### src/rtl/fir_pkg.sv
// Shared FIR constants and the sample-source FSM encoding.
// Pure declarations: no latency, no flow control.
package fir_pkg;
    localparam int FIR_DATA_W = 10;
    localparam int FIR_OUT_W  = 11;

    typedef enum logic [1:0] {
        ST_IDLE  = 2'd0,
        ST_PRIME = 2'd1,
        ST_PLAY  = 2'd2,
        ST_DONE  = 2'd3
    } src_state_e;
endpackage

### src/rtl/fir_sample_source_if.sv
// Sample stream from the pattern source into the FIR input.
// Valid/ready: a sample transfers on a clock edge where both are high.
interface fir_sample_source_if #(
    parameter int DATA_W = 10,
    parameter int ADDR_W = 7
);
    logic signed [DATA_W-1:0] dout;
    logic                     dout_valid;
    logic                     dout_ready;
    logic        [ADDR_W-1:0] sample_idx;

    modport master (output dout, output dout_valid, output sample_idx, input  dout_ready);
    modport slave  (input  dout, input  dout_valid, input  sample_idx, output dout_ready);
endinterface

### src/rtl/fir_pattern_ram.sv
// Pattern storage: synchronous write, asynchronous read, no reset.
// Zero-latency read; no flow control.
module fir_pattern_ram #(
    parameter int DATA_W = 10,
    parameter int DEPTH  = 100,
    parameter int ADDR_W = 7
) (
    input  logic                     clk,
    input  logic                     wr_en,
    input  logic        [ADDR_W-1:0] wr_addr,
    input  logic signed [DATA_W-1:0] wr_data,
    input  logic        [ADDR_W-1:0] rd_addr,
    output logic signed [DATA_W-1:0] rd_data
);
    logic signed [DATA_W-1:0] mem_q [DEPTH];

    always_ff @(posedge clk) begin
        if (wr_en) begin
            mem_q[wr_addr] <= wr_data;
        end
    end

    assign rd_data = mem_q[rd_addr];
endmodule

### src/rtl/fir_sample_source.sv
// Plays stored samples once or looping onto a valid/ready stream; first sample 2 cycles after start.
// Output is fully registered; dout/sample_idx hold while ready is low, stop aborts without done.
module fir_sample_source
    import fir_pkg::*;
#(
    parameter int DATA_W = FIR_DATA_W,
    parameter int DEPTH  = 100,
    parameter int ADDR_W = 7
) (
    input  logic                     clk,
    input  logic                     rst,
    input  logic                     wr_en,
    input  logic        [ADDR_W-1:0] wr_addr,
    input  logic signed [DATA_W-1:0] wr_data,
    input  logic        [ADDR_W-1:0] length,
    input  logic                     loop,
    input  logic                     start,
    input  logic                     stop,
    fir_sample_source_if.master      src,
    output logic                     busy,
    output logic                     done,
    output logic                     err
);
    localparam logic [ADDR_W-1:0] DEPTH_A = ADDR_W'(DEPTH);

    src_state_e               state_q, state_d;
    logic signed [DATA_W-1:0] dout_q, dout_d;
    logic                     vld_q, vld_d;
    logic        [ADDR_W-1:0] idx_q, idx_d;
    logic        [ADDR_W-1:0] len_q, len_d;
    logic                     loop_q, loop_d;
    logic                     busy_q, busy_d;
    logic                     done_q, done_d;
    logic                     err_q, err_d;

    logic                     hs;
    logic                     more;
    logic                     ram_we;
    logic        [ADDR_W-1:0] rd_addr;
    logic signed [DATA_W-1:0] rd_data;

    assign hs     = vld_q & src.dout_ready;
    assign more   = idx_q < (len_q - 1'b1);
    assign ram_we = (state_q == ST_IDLE) && wr_en && (wr_addr < DEPTH_A);
    // Only a mid-pattern advance reads beyond slot 0; prime and wrap both read slot 0.
    assign rd_addr = (state_q == ST_PLAY && hs && more) ? idx_q + 1'b1 : '0;

    fir_pattern_ram #(
        .DATA_W (DATA_W),
        .DEPTH  (DEPTH),
        .ADDR_W (ADDR_W)
    ) u_ram (
        .clk     (clk),
        .wr_en   (ram_we),
        .wr_addr (wr_addr),
        .wr_data (wr_data),
        .rd_addr (rd_addr),
        .rd_data (rd_data)
    );

    always_comb begin
        state_d = state_q;
        dout_d  = dout_q;
        vld_d   = vld_q;
        idx_d   = idx_q;
        len_d   = len_q;
        loop_d  = loop_q;
        err_d   = 1'b0;
        unique case (state_q)
            ST_IDLE: begin
                if (start) begin
                    if (length != '0 && length <= DEPTH_A) begin
                        len_d   = length;
                        loop_d  = loop;
                        idx_d   = '0;
                        state_d = ST_PRIME;
                    end else begin
                        err_d = 1'b1;
                    end
                end
            end
            ST_PRIME: begin
                if (stop) begin
                    vld_d   = 1'b0;
                    state_d = ST_IDLE;
                end else begin
                    dout_d  = rd_data;
                    vld_d   = 1'b1;
                    idx_d   = '0;
                    state_d = ST_PLAY;
                end
            end
            ST_PLAY: begin
                // stop wins over a same-cycle handshake
                if (stop) begin
                    vld_d   = 1'b0;
                    state_d = ST_IDLE;
                end else if (hs) begin
                    if (more) begin
                        dout_d = rd_data;
                        idx_d  = idx_q + 1'b1;
                    end else if (loop_q) begin
                        dout_d = rd_data;
                        idx_d  = '0;
                    end else begin
                        vld_d   = 1'b0;
                        state_d = ST_DONE;
                    end
                end
            end
            ST_DONE: begin
                state_d = ST_IDLE;
            end
            default: state_d = ST_IDLE;
        endcase
        busy_d = (state_d != ST_IDLE);
        done_d = (state_d == ST_DONE);
    end

    always_ff @(posedge clk or negedge rst) begin
        if (!rst) begin
            state_q <= ST_IDLE;
            dout_q  <= '0;
            vld_q   <= 1'b0;
            idx_q   <= '0;
            len_q   <= '0;
            loop_q  <= 1'b0;
            busy_q  <= 1'b0;
            done_q  <= 1'b0;
            err_q   <= 1'b0;
        end else begin
            state_q <= state_d;
            dout_q  <= dout_d;
            vld_q   <= vld_d;
            idx_q   <= idx_d;
            len_q   <= len_d;
            loop_q  <= loop_d;
            busy_q  <= busy_d;
            done_q  <= done_d;
            err_q   <= err_d;
        end
    end

    assign src.dout       = dout_q;
    assign src.dout_valid = vld_q;
    assign src.sample_idx = idx_q;
    assign busy           = busy_q;
    assign done           = done_q;
    assign err            = err_q;
endmodule
### src/flat_wrapper.sv
// flat-port wrapper written by rule: the top's interface ports become plain ports
module fir_sample_source_flat import fir_pkg::*;
#(
    parameter int DATA_W = FIR_DATA_W,
    parameter int DEPTH  = 100,
    parameter int ADDR_W = 7
)
  (clk, rst, wr_en, wr_addr, wr_data, length, loop, start, stop, busy, done, err, src_dout, src_dout_valid, src_sample_idx, src_dout_ready);
  fir_sample_source_if #(.DATA_W(DATA_W), .ADDR_W(ADDR_W)) src_i ();
  input  logic clk;
  input  logic rst;
  input  logic wr_en;
  input  logic        [ADDR_W-1:0] wr_addr;
  input  logic signed [DATA_W-1:0] wr_data;
  input  logic        [ADDR_W-1:0] length;
  input  logic loop;
  input  logic start;
  input  logic stop;
  output logic busy;
  output logic done;
  output logic err;
  output wire logic [$bits(src_i.dout)-1:0] src_dout;
  output wire logic [$bits(src_i.dout_valid)-1:0] src_dout_valid;
  output wire logic [$bits(src_i.sample_idx)-1:0] src_sample_idx;
  input wire logic [$bits(src_i.dout_ready)-1:0] src_dout_ready;
  assign src_dout = src_i.dout;
  assign src_dout_valid = src_i.dout_valid;
  assign src_sample_idx = src_i.sample_idx;
  assign src_i.dout_ready = src_dout_ready;
  fir_sample_source #(.DATA_W(DATA_W), .DEPTH(DEPTH), .ADDR_W(ADDR_W)) u_core (.clk(clk), .rst(rst), .wr_en(wr_en), .wr_addr(wr_addr), .wr_data(wr_data), .length(length), .loop(loop), .start(start), .stop(stop), .src(src_i), .busy(busy), .done(done), .err(err));
endmodule
### config.mk
export PLATFORM = sky130hd
export DESIGN_NAME = fir_sample_source_flat
export DESIGN_NICKNAME = d
export VERILOG_FILES = /design/src/rtl/fir_pkg.sv /design/src/rtl/fir_sample_source_if.sv /design/src/rtl/fir_pattern_ram.sv /design/src/rtl/fir_sample_source.sv /design/src/flat_wrapper.sv
export SDC_FILE = /design/constraint.sdc
export NUM_CORES = 1
export LEC_CHECK = 0
export ABC_AREA = 1
export CAP_MARGIN = 20
export CORE_MARGIN = 4
export CORE_UTILIZATION = 48
export DETAILED_ROUTE_END_ITERATION = 7
export PLACE_DENSITY = 0.66
export SLEW_MARGIN = 10
export SYNTH_ARGS = -nofsm -noshare
export SYNTH_HDL_FRONTEND = slang
export SYNTH_SLANG_ARGS = --single-unit
### constraint.sdc
create_clock -name clk -period 4.1 [get_ports clk]
set_input_delay 0.82 -clock clk [delete_from_list [all_inputs] [get_ports clk]]
set_output_delay 0.82 -clock clk [all_outputs]
set_load 0.1 [all_outputs]
==> results.sh, run 1 <==
export IMPL_worstMarginPinSlew_ns=1.11
export IMPL_maxCapViolations=0
export IMPL_ios=52
export IMPL_crit_chain="inv_1 > ha_1 > nand2_1 > nor3_2 > xnor2_1 > ha_1 > nand2_1 > inv_2 > a21oi_2 > buf_4 > nand3_4 > nor2_4 > buf_12 > buf_16 > nand2_1 > o211ai_1 > nand3_1 > nand3_1 > nand3_1 > nand3_1 > nand3_2 > nand2_1 > nand2_1"
export IMPL_p_leak_nw=19.4
export IMPL_grt_pass1_vias=27200
export IMPL_grt_pass1_wl_um=170000
export IMPL_drt_iter0_drc=3522
export IMPL_status="complete, no violations"
export IMPL_slew_viol_final=0
export IMPL_route_detailed_drc=0
export IMPL_clkTransAtPathRegs_ns=0.06
export IMPL_syn_to_final_growth_pct=14.7
export IMPL_cts_tree="yes"
export IMPL_report_final_hold_viol_count=0
export IMPL_num_rows=110
export IMPL_critPathLaunchType="flop"
export IMPL_ys_ff_latch=1031
export IMPL_netlist_area_um2=43600
export IMPL_final_nets=4013
export IMPL_detail_route_antenna_nets=0
export IMPL_critPathKind="reg2reg"
export IMPL_total_power_w=0.0239
export IMPL_worst_hold_slack_ns=0.255
export IMPL_synthArstFlopShare_pct=3.01
export IMPL_synth_top_area_share_pct=68.9
export IMPL_max_slew_margin_pct=26.2
export IMPL_clk_latency_ns=0.66
export IMPL_synthCells=3825
export IMPL_min_period_over_period_pct=97.1
export IMPL_seq_area_frac_synth_pct=70.6
export IMPL_vias=29100
export IMPL_ir_worst_vdd_mv=0.330
export IMPL_cp_data_required_time_ns=4.65
export IMPL_slowest_delay_ns=0.36
export IMPL_n_antenna_cell=0
export IMPL_end_kind="flop"
export IMPL_synth_top_area_cell="edfxtp_1"
export IMPL_viasPerCell=5.57
export IMPL_worst_path_max_delay_cell="dfrtp_1"
export IMPL_routed_wl_um=116000
export IMPL_clock_root_buffer="clkbuf_16"
export IMPL_power_density_nw_per_um2=478
export IMPL_numClockSinks=1031
export IMPL_synth_flop_cell="edfxtp_1"
export IMPL_fin_tns_setup_ns=0
export IMPL_die_x_um=309
export IMPL_path_delay_family="simple AND/OR/NAND/NOR gates"
export IMPL_dp_hpwl_um=67300
export IMPL_cp_common_cell="nand2_1"
export IMPL_synth_distinct_cells=37
export IMPL_synth_top_cells_by_count="edfxtp_1, nand2_1, nand3_1"
export IMPL_synth_most_common_cell="edfxtp_1"
export IMPL_dp_cells=5037
export IMPL_drtPass1Iterations=6
export IMPL_grtUsageTotal_pct=23.7
export IMPL_start_util_pct=48.5
export IMPL_grt_max_degree=175
export IMPL_die_h_um=309
export IMPL_cp_max_fo=43
export IMPL_cts_hold_buf=0
export IMPL_fin_worst_skew_ns=0.0206
export IMPL_dieArea_um2=95700
export IMPL_synth_edf_count=1000
export IMPL_cp_arrival_ns=4.53
export IMPL_yosys_top_cells_area="edfxtp_1, nand3_1, nand2_1"
export IMPL_setup_violations_final=0
export IMPL_synth_nets=3867
export IMPL_gr_total_overflow=0
export IMPL_fillers=7383
export IMPL_core_area_um2=90000
export IMPL_stdcell_count=5229
export IMPL_port_buffers=51
export IMPL_clockBufferDepth=3
export IMPL_grt_antenna_before_repair=0
export IMPL_cp_num_buf_inv=5
export IMPL_period_needed_ns=3.98
export IMPL_wl_per_cell_um=22.1
export IMPL_drive_above_1_share_pct=9.89
export IMPL_hold_class="in2async"
export IMPL_place_congestion=0.883
export IMPL_cts_buffers=103
export IMPL_max_freq_mhz=251
export IMPL_htreeDepth=3
export IMPL_synth_warnings=0
export IMPL_synth_area_per_cell_um2=11.4
export IMPL_post_route_util_pct=55.6
## repair_timing
action                                  4_1_cts  5_1_grt
buffers inserted                              0        1
resized for setup                             0       12
endpoints found under the setup margin        0       10
hold endpoints to repair                      0        0
## flip-flops by register name (all words and copies together), names as in the netlist
name / cells
u_core.done: 1
u_core.len_q: 7
u_core.loop_q: 1
u_core.busy: 1
u_core.src.dout_valid: 1
u_core.src.dout: 10
u_core.err: 1
u_core.state_q: 2
u_core.u_ram.mem_q: 1000
u_core.src.sample_idx: 7
## where the power goes
group          internal [W]  total, W  switching (W)
sequential           0.0117    0.0119       0.000193
clock               0.00529   0.00923        0.00394
combinational      0.000765   0.00279        0.00202
total                0.0178    0.0239        0.00615
## cells by family after synthesis
group                      count (synthesis)  synth area share [%]
AOI/OAI and AO/OA                        416                  6.04
xor gates and xnor gates                  10                 0.201
adders and majority gates                 11                 0.316
buffers and inverters                    716                  6.66
DFF                                     1031                  70.6
muxes                                      5                 0.129
and+or+nand+nor                         1636                  16.0
## final timing paths
kind	from	endpoint	slack, ns	depth (start not counted)
setup / recovery	u_core.len_q[0]	u_core.src.dout[8]	0.12	23
max in group asynchronous	rst	u_core.src.dout[7]	3.29	1
setup reg to reg	u_core.len_q[0]	u_core.src.dout[8]	0.12	23
hold reg to reg	u_core.loop_q	u_core.loop_q	0.52	1
min in group clk	u_core.loop_q	u_core.loop_q	0.52	1
hold / removal	rst	u_core.len_q[4]	0.26	1
## layout make-up
type	count	area (um2)	area share [%]
clock buffers	128	2690	5.38
flip-flops and latches	1031	30800	61.6
inverters	493	1860	3.71
multi-input cells	2078	9970	19.9
well taps	1176	1470	2.94
clock inverters	59	579	1.16
repair buffers	264	2650	5.31
## worst reg2reg max path, stage by stage (launching register included)
cell and delay [ns]:
dfrtp_1 0.36, inv_1 0.12, ha_1 0.21, nand2_1 0.10
nor3_2 0.14, xnor2_1 0.16, ha_1 0.27, nand2_1 0.12
inv_2 0.06, a21oi_2 0.21, buf_4 0.18, nand3_4 0.08
nor2_4 0.19, buf_12 0.22, buf_16 0.24, nand2_1 0.13
o211ai_1 0.09, nand3_1 0.14, nand3_1 0.16, nand3_1 0.13
nand3_1 0.19, nand3_2 0.21, nand2_1 0.12, nand2_1 0.05
## metrics by stage
step | instance area, um2 | setup slack, ns
2_1_floorplan | 43600 | 0.987
3_3_place_gp | 46600 | 0.110
3_5_place_dp | 46600 | 0.0942
4_1_cts | 49800 | 0.0454
5_1_grt | 50000 | -0.00616
6_report | 50000 | 0.121
## per-layer routing
layer	wire length, um	global-route usage [%]	vias to the layer above	part of all wire (%)
met5	0	0	-	0
met2	54400	38.2	1346	47
met4	4130	8.15	0	3.6
met1	47300	33.2	14100	41
met3	9970	3.53	249	8.6
li1	-	-	13500	-
## placed cells by master, fill, tap and decap left out, drive strengths merged
master,n
buf,220
clkbuf,132
nor2,362
bufinv,10
nand4,9
ha,11
edfxtp,1000
clkinv,45
nand3,591
xor2,7
o21a,5
a21oi,54
a31o,1
inv,495
or2,11
o41ai,1
clkdlybuf4s50,40
mux2,5
o211ai,202
o21ai,142
nor3,2
nand2,661
xnor2,3
dfrtp,31
o22ai,11
clkinvlp,2
(Power assumes the default switching activity.)
==> inputs of run 2 (changes only) <==
Settings changed: CORE_UTILIZATION 48 to 30, PLACE_DENSITY 0.66 to default.
==> results.sh, run 2 (synthesis gave the netlist of run 1 again) <==
export IMPL_slowest_delay_ns=0.36
export IMPL_clock_root_buffer="clkbuf_16"
export IMPL_cp_arrival_ns=4.40
export IMPL_status="complete, no violations"
export IMPL_period_needed_ns=3.84
export IMPL_largest_reg_flops=1000
export IMPL_worst_path_max_delay_cell="dfrtp_1"
export IMPL_clockBufferDepth=3
export IMPL_grt_use_met3_pct=2.53
export IMPL_ios=52
export IMPL_cts_tree="yes"
export IMPL_cp_data_required_time_ns=4.66
export IMPL_die_x_um=389
export IMPL_max_freq_mhz=261
export IMPL_cts_buffers=104
export IMPL_end_kind="flop"
export IMPL_vias=29000
export IMPL_numClockSinks=1031
export IMPL_setup_violations_final=0
export IMPL_gr_total_overflow=0
export IMPL_drtPass1Iterations=6
export IMPL_dp_hpwl_um=72000
export IMPL_routed_wl_um=121000
export IMPL_seqPwrFrac_pct=49.3
export IMPL_slew_viol_final=0
export IMPL_grtUsageTotal_pct=15.5
export IMPL_total_power_w=0.0241
export IMPL_grt_antenna_before_repair=2
export IMPL_grt_pass1_wl_um=180000
export IMPL_grt_busiest_layer="met2"
export IMPL_dieArea_um2=152000
export IMPL_swShare_pct=25.7
export IMPL_report_final_hold_viol_count=0
export IMPL_p_int_w=0.0179
export IMPL_cts_hold_buf=0
export IMPL_fillers=14000
export IMPL_num_rows=139
export IMPL_core_area_um2=144000
export IMPL_cp_max_fo=31
export IMPL_hold_class="in2async"
export IMPL_use_met1_pct=21.8
export IMPL_layout_common_cells="edfxtp_1, nand2_1, nand3_1"
export IMPL_path_delay_family="simple AND/OR/NAND/NOR gates"
export IMPL_max_slew_margin_pct=31.1
export IMPL_largest_register="u_core.u_ram.mem_q"
export IMPL_htreeDepth=3
export IMPL_ir_worst_vdd_mv=0.303
export IMPL_critPathKind="reg2reg"
export IMPL_use_met2_pct=24.5
export IMPL_drive_above_1_share_pct=9.91
export IMPL_port_buffers=51
export IMPL_syn_to_final_growth_pct=17.1
export IMPL_p_clk_share_pct=38.8
export IMPL_worstMarginPinSlew_ns=1.03
export IMPL_place_congestion=0.865
export IMPL_wl_per_cell_um=20.3
export IMPL_cp_num_buf_inv=3
export IMPL_switchingPower_w=0.00620
export IMPL_grt_max_degree=101
export IMPL_clk_latency_ns=0.67
export IMPL_critPathLaunchType="flop"
export IMPL_fin_worst_skew_ns=0.0202
export IMPL_final_nets=4024
export IMPL_mostFrequentLayoutCell="edfxtp_1"
export IMPL_route_detailed_drc=0
export IMPL_clkTransAtPathRegs_ns=0.06
export IMPL_crit_chain="inv_1 > ha_1 > nand2_1 > nor3_1 > xnor2_1 > ha_1 > nand2_1 > nor2_2 > nand2_2 > nand4_4 > buf_12 > buf_4 > nand2_1 > o211ai_1 > nand3_1 > nand3_1 > nand3_1 > nand3_1 > nand3_1 > nand2_1 > nand2_1"
export IMPL_maxCapViolations=0
export IMPL_grt_pass1_vias=27700
export IMPL_combPwrFrac_pct=11.8
export IMPL_drt_iter0_drc=3374
export IMPL_postPlaceCellArea_um2=47500
export IMPL_p_leak_nw=19.5
export IMPL_min_period_over_period_pct=93.6
export IMPL_power_density_nw_per_um2=473
export IMPL_viasPerCell=4.86
export IMPL_detail_route_antenna_nets=0
export IMPL_design_area_um2=51100
export IMPL_die_h_um=389
export IMPL_start_util_pct=30.3
run 2: cell types whose count changed in the layout (fill, tap and decap cells not counted), moves of 3 or more:
cell	before	now
buf_4	181	190
clkbuf_1	24	30
clkbuf_8	0	5
clkinv_1	18	22
clkinv_2	23	13
clkinv_4	3	0
diode_2	0	3
run 2: layout make-up:
| class | instances | area, um2 | area share, % |
|---|---|---|---|
| clock inverters | 51 | 534 | 1.05 |
| diodes | 3 | 7.51 | 0.0147 |
| clock buffers | 140 | 2810 | 5.50 |
| inverters | 493 | 1860 | 3.63 |
| multi-input cells | 2078 | 9950 | 19.5 |
| repair buffers | 274 | 2730 | 5.34 |
| well taps | 1903 | 2380 | 4.66 |
| flip-flops and latches | 1031 | 30800 | 60.3 |
run 2: worst paths after layout:
kind	endpoint	depth (start not counted)	slack, ns	from
worst max register to register	u_core.src.dout[1]	21	0.26	u_core.len_q[0]
worst min register to register	u_core.loop_q	1	0.53	u_core.loop_q
min in group clk	u_core.loop_q	1	0.53	u_core.loop_q
worst max-delay path	u_core.src.dout[1]	21	0.26	u_core.len_q[0]
max in group asynchronous	u_core.src.dout[4]	1	3.31	rst
worst min-delay path	u_core.done	1	0.25	rst
run 2: routing by layer:
metal	up-vias	routed length (um)
met4	0	3810
met5	-	0
met3	179	8930
met1	14200	53000
met2	1101	55300
li1	13500	-
run 2: repair_timing:
action / in CTS / in global routing
buffers inserted: 2 / 3
cloned: 1 / 2
gates resized for setup: 0 / 10
pin swaps: 1 / 1
setup endpoints to repair: 1 / 10
run 2: power groups by stage:
stage | logic (W) | clock network [W] | registers (W)
2_1_floorplan | 0.00113 | 0 | 0.0126
3_3_place_gp | 0.00277 | 0 | 0.0121
3_5_place_dp | 0.00278 | 0 | 0.0121
4_1_cts | 0.00280 | 0.00955 | 0.0119
5_1_grt | 0.00305 | 0.00999 | 0.0119
6_report | 0.00286 | 0.00938 | 0.0119
run 2: metrics by stage:
stage	hold slack (ns)	TNS [ns]	util (%)	instances	setup WS (ns)
floorplan	0.480	0	-	3825	0.987
CTS	0.226	0	35.4	5966	0.0465
global route	0.275	-0.00757	35.5	5970	-0.00757
global placement	0.500	0	33.0	5772	0.0427
detailed placement	0.510	-0.00600	33.0	5772	-0.00600
finish	0.250	0	35.5	5973	0.264
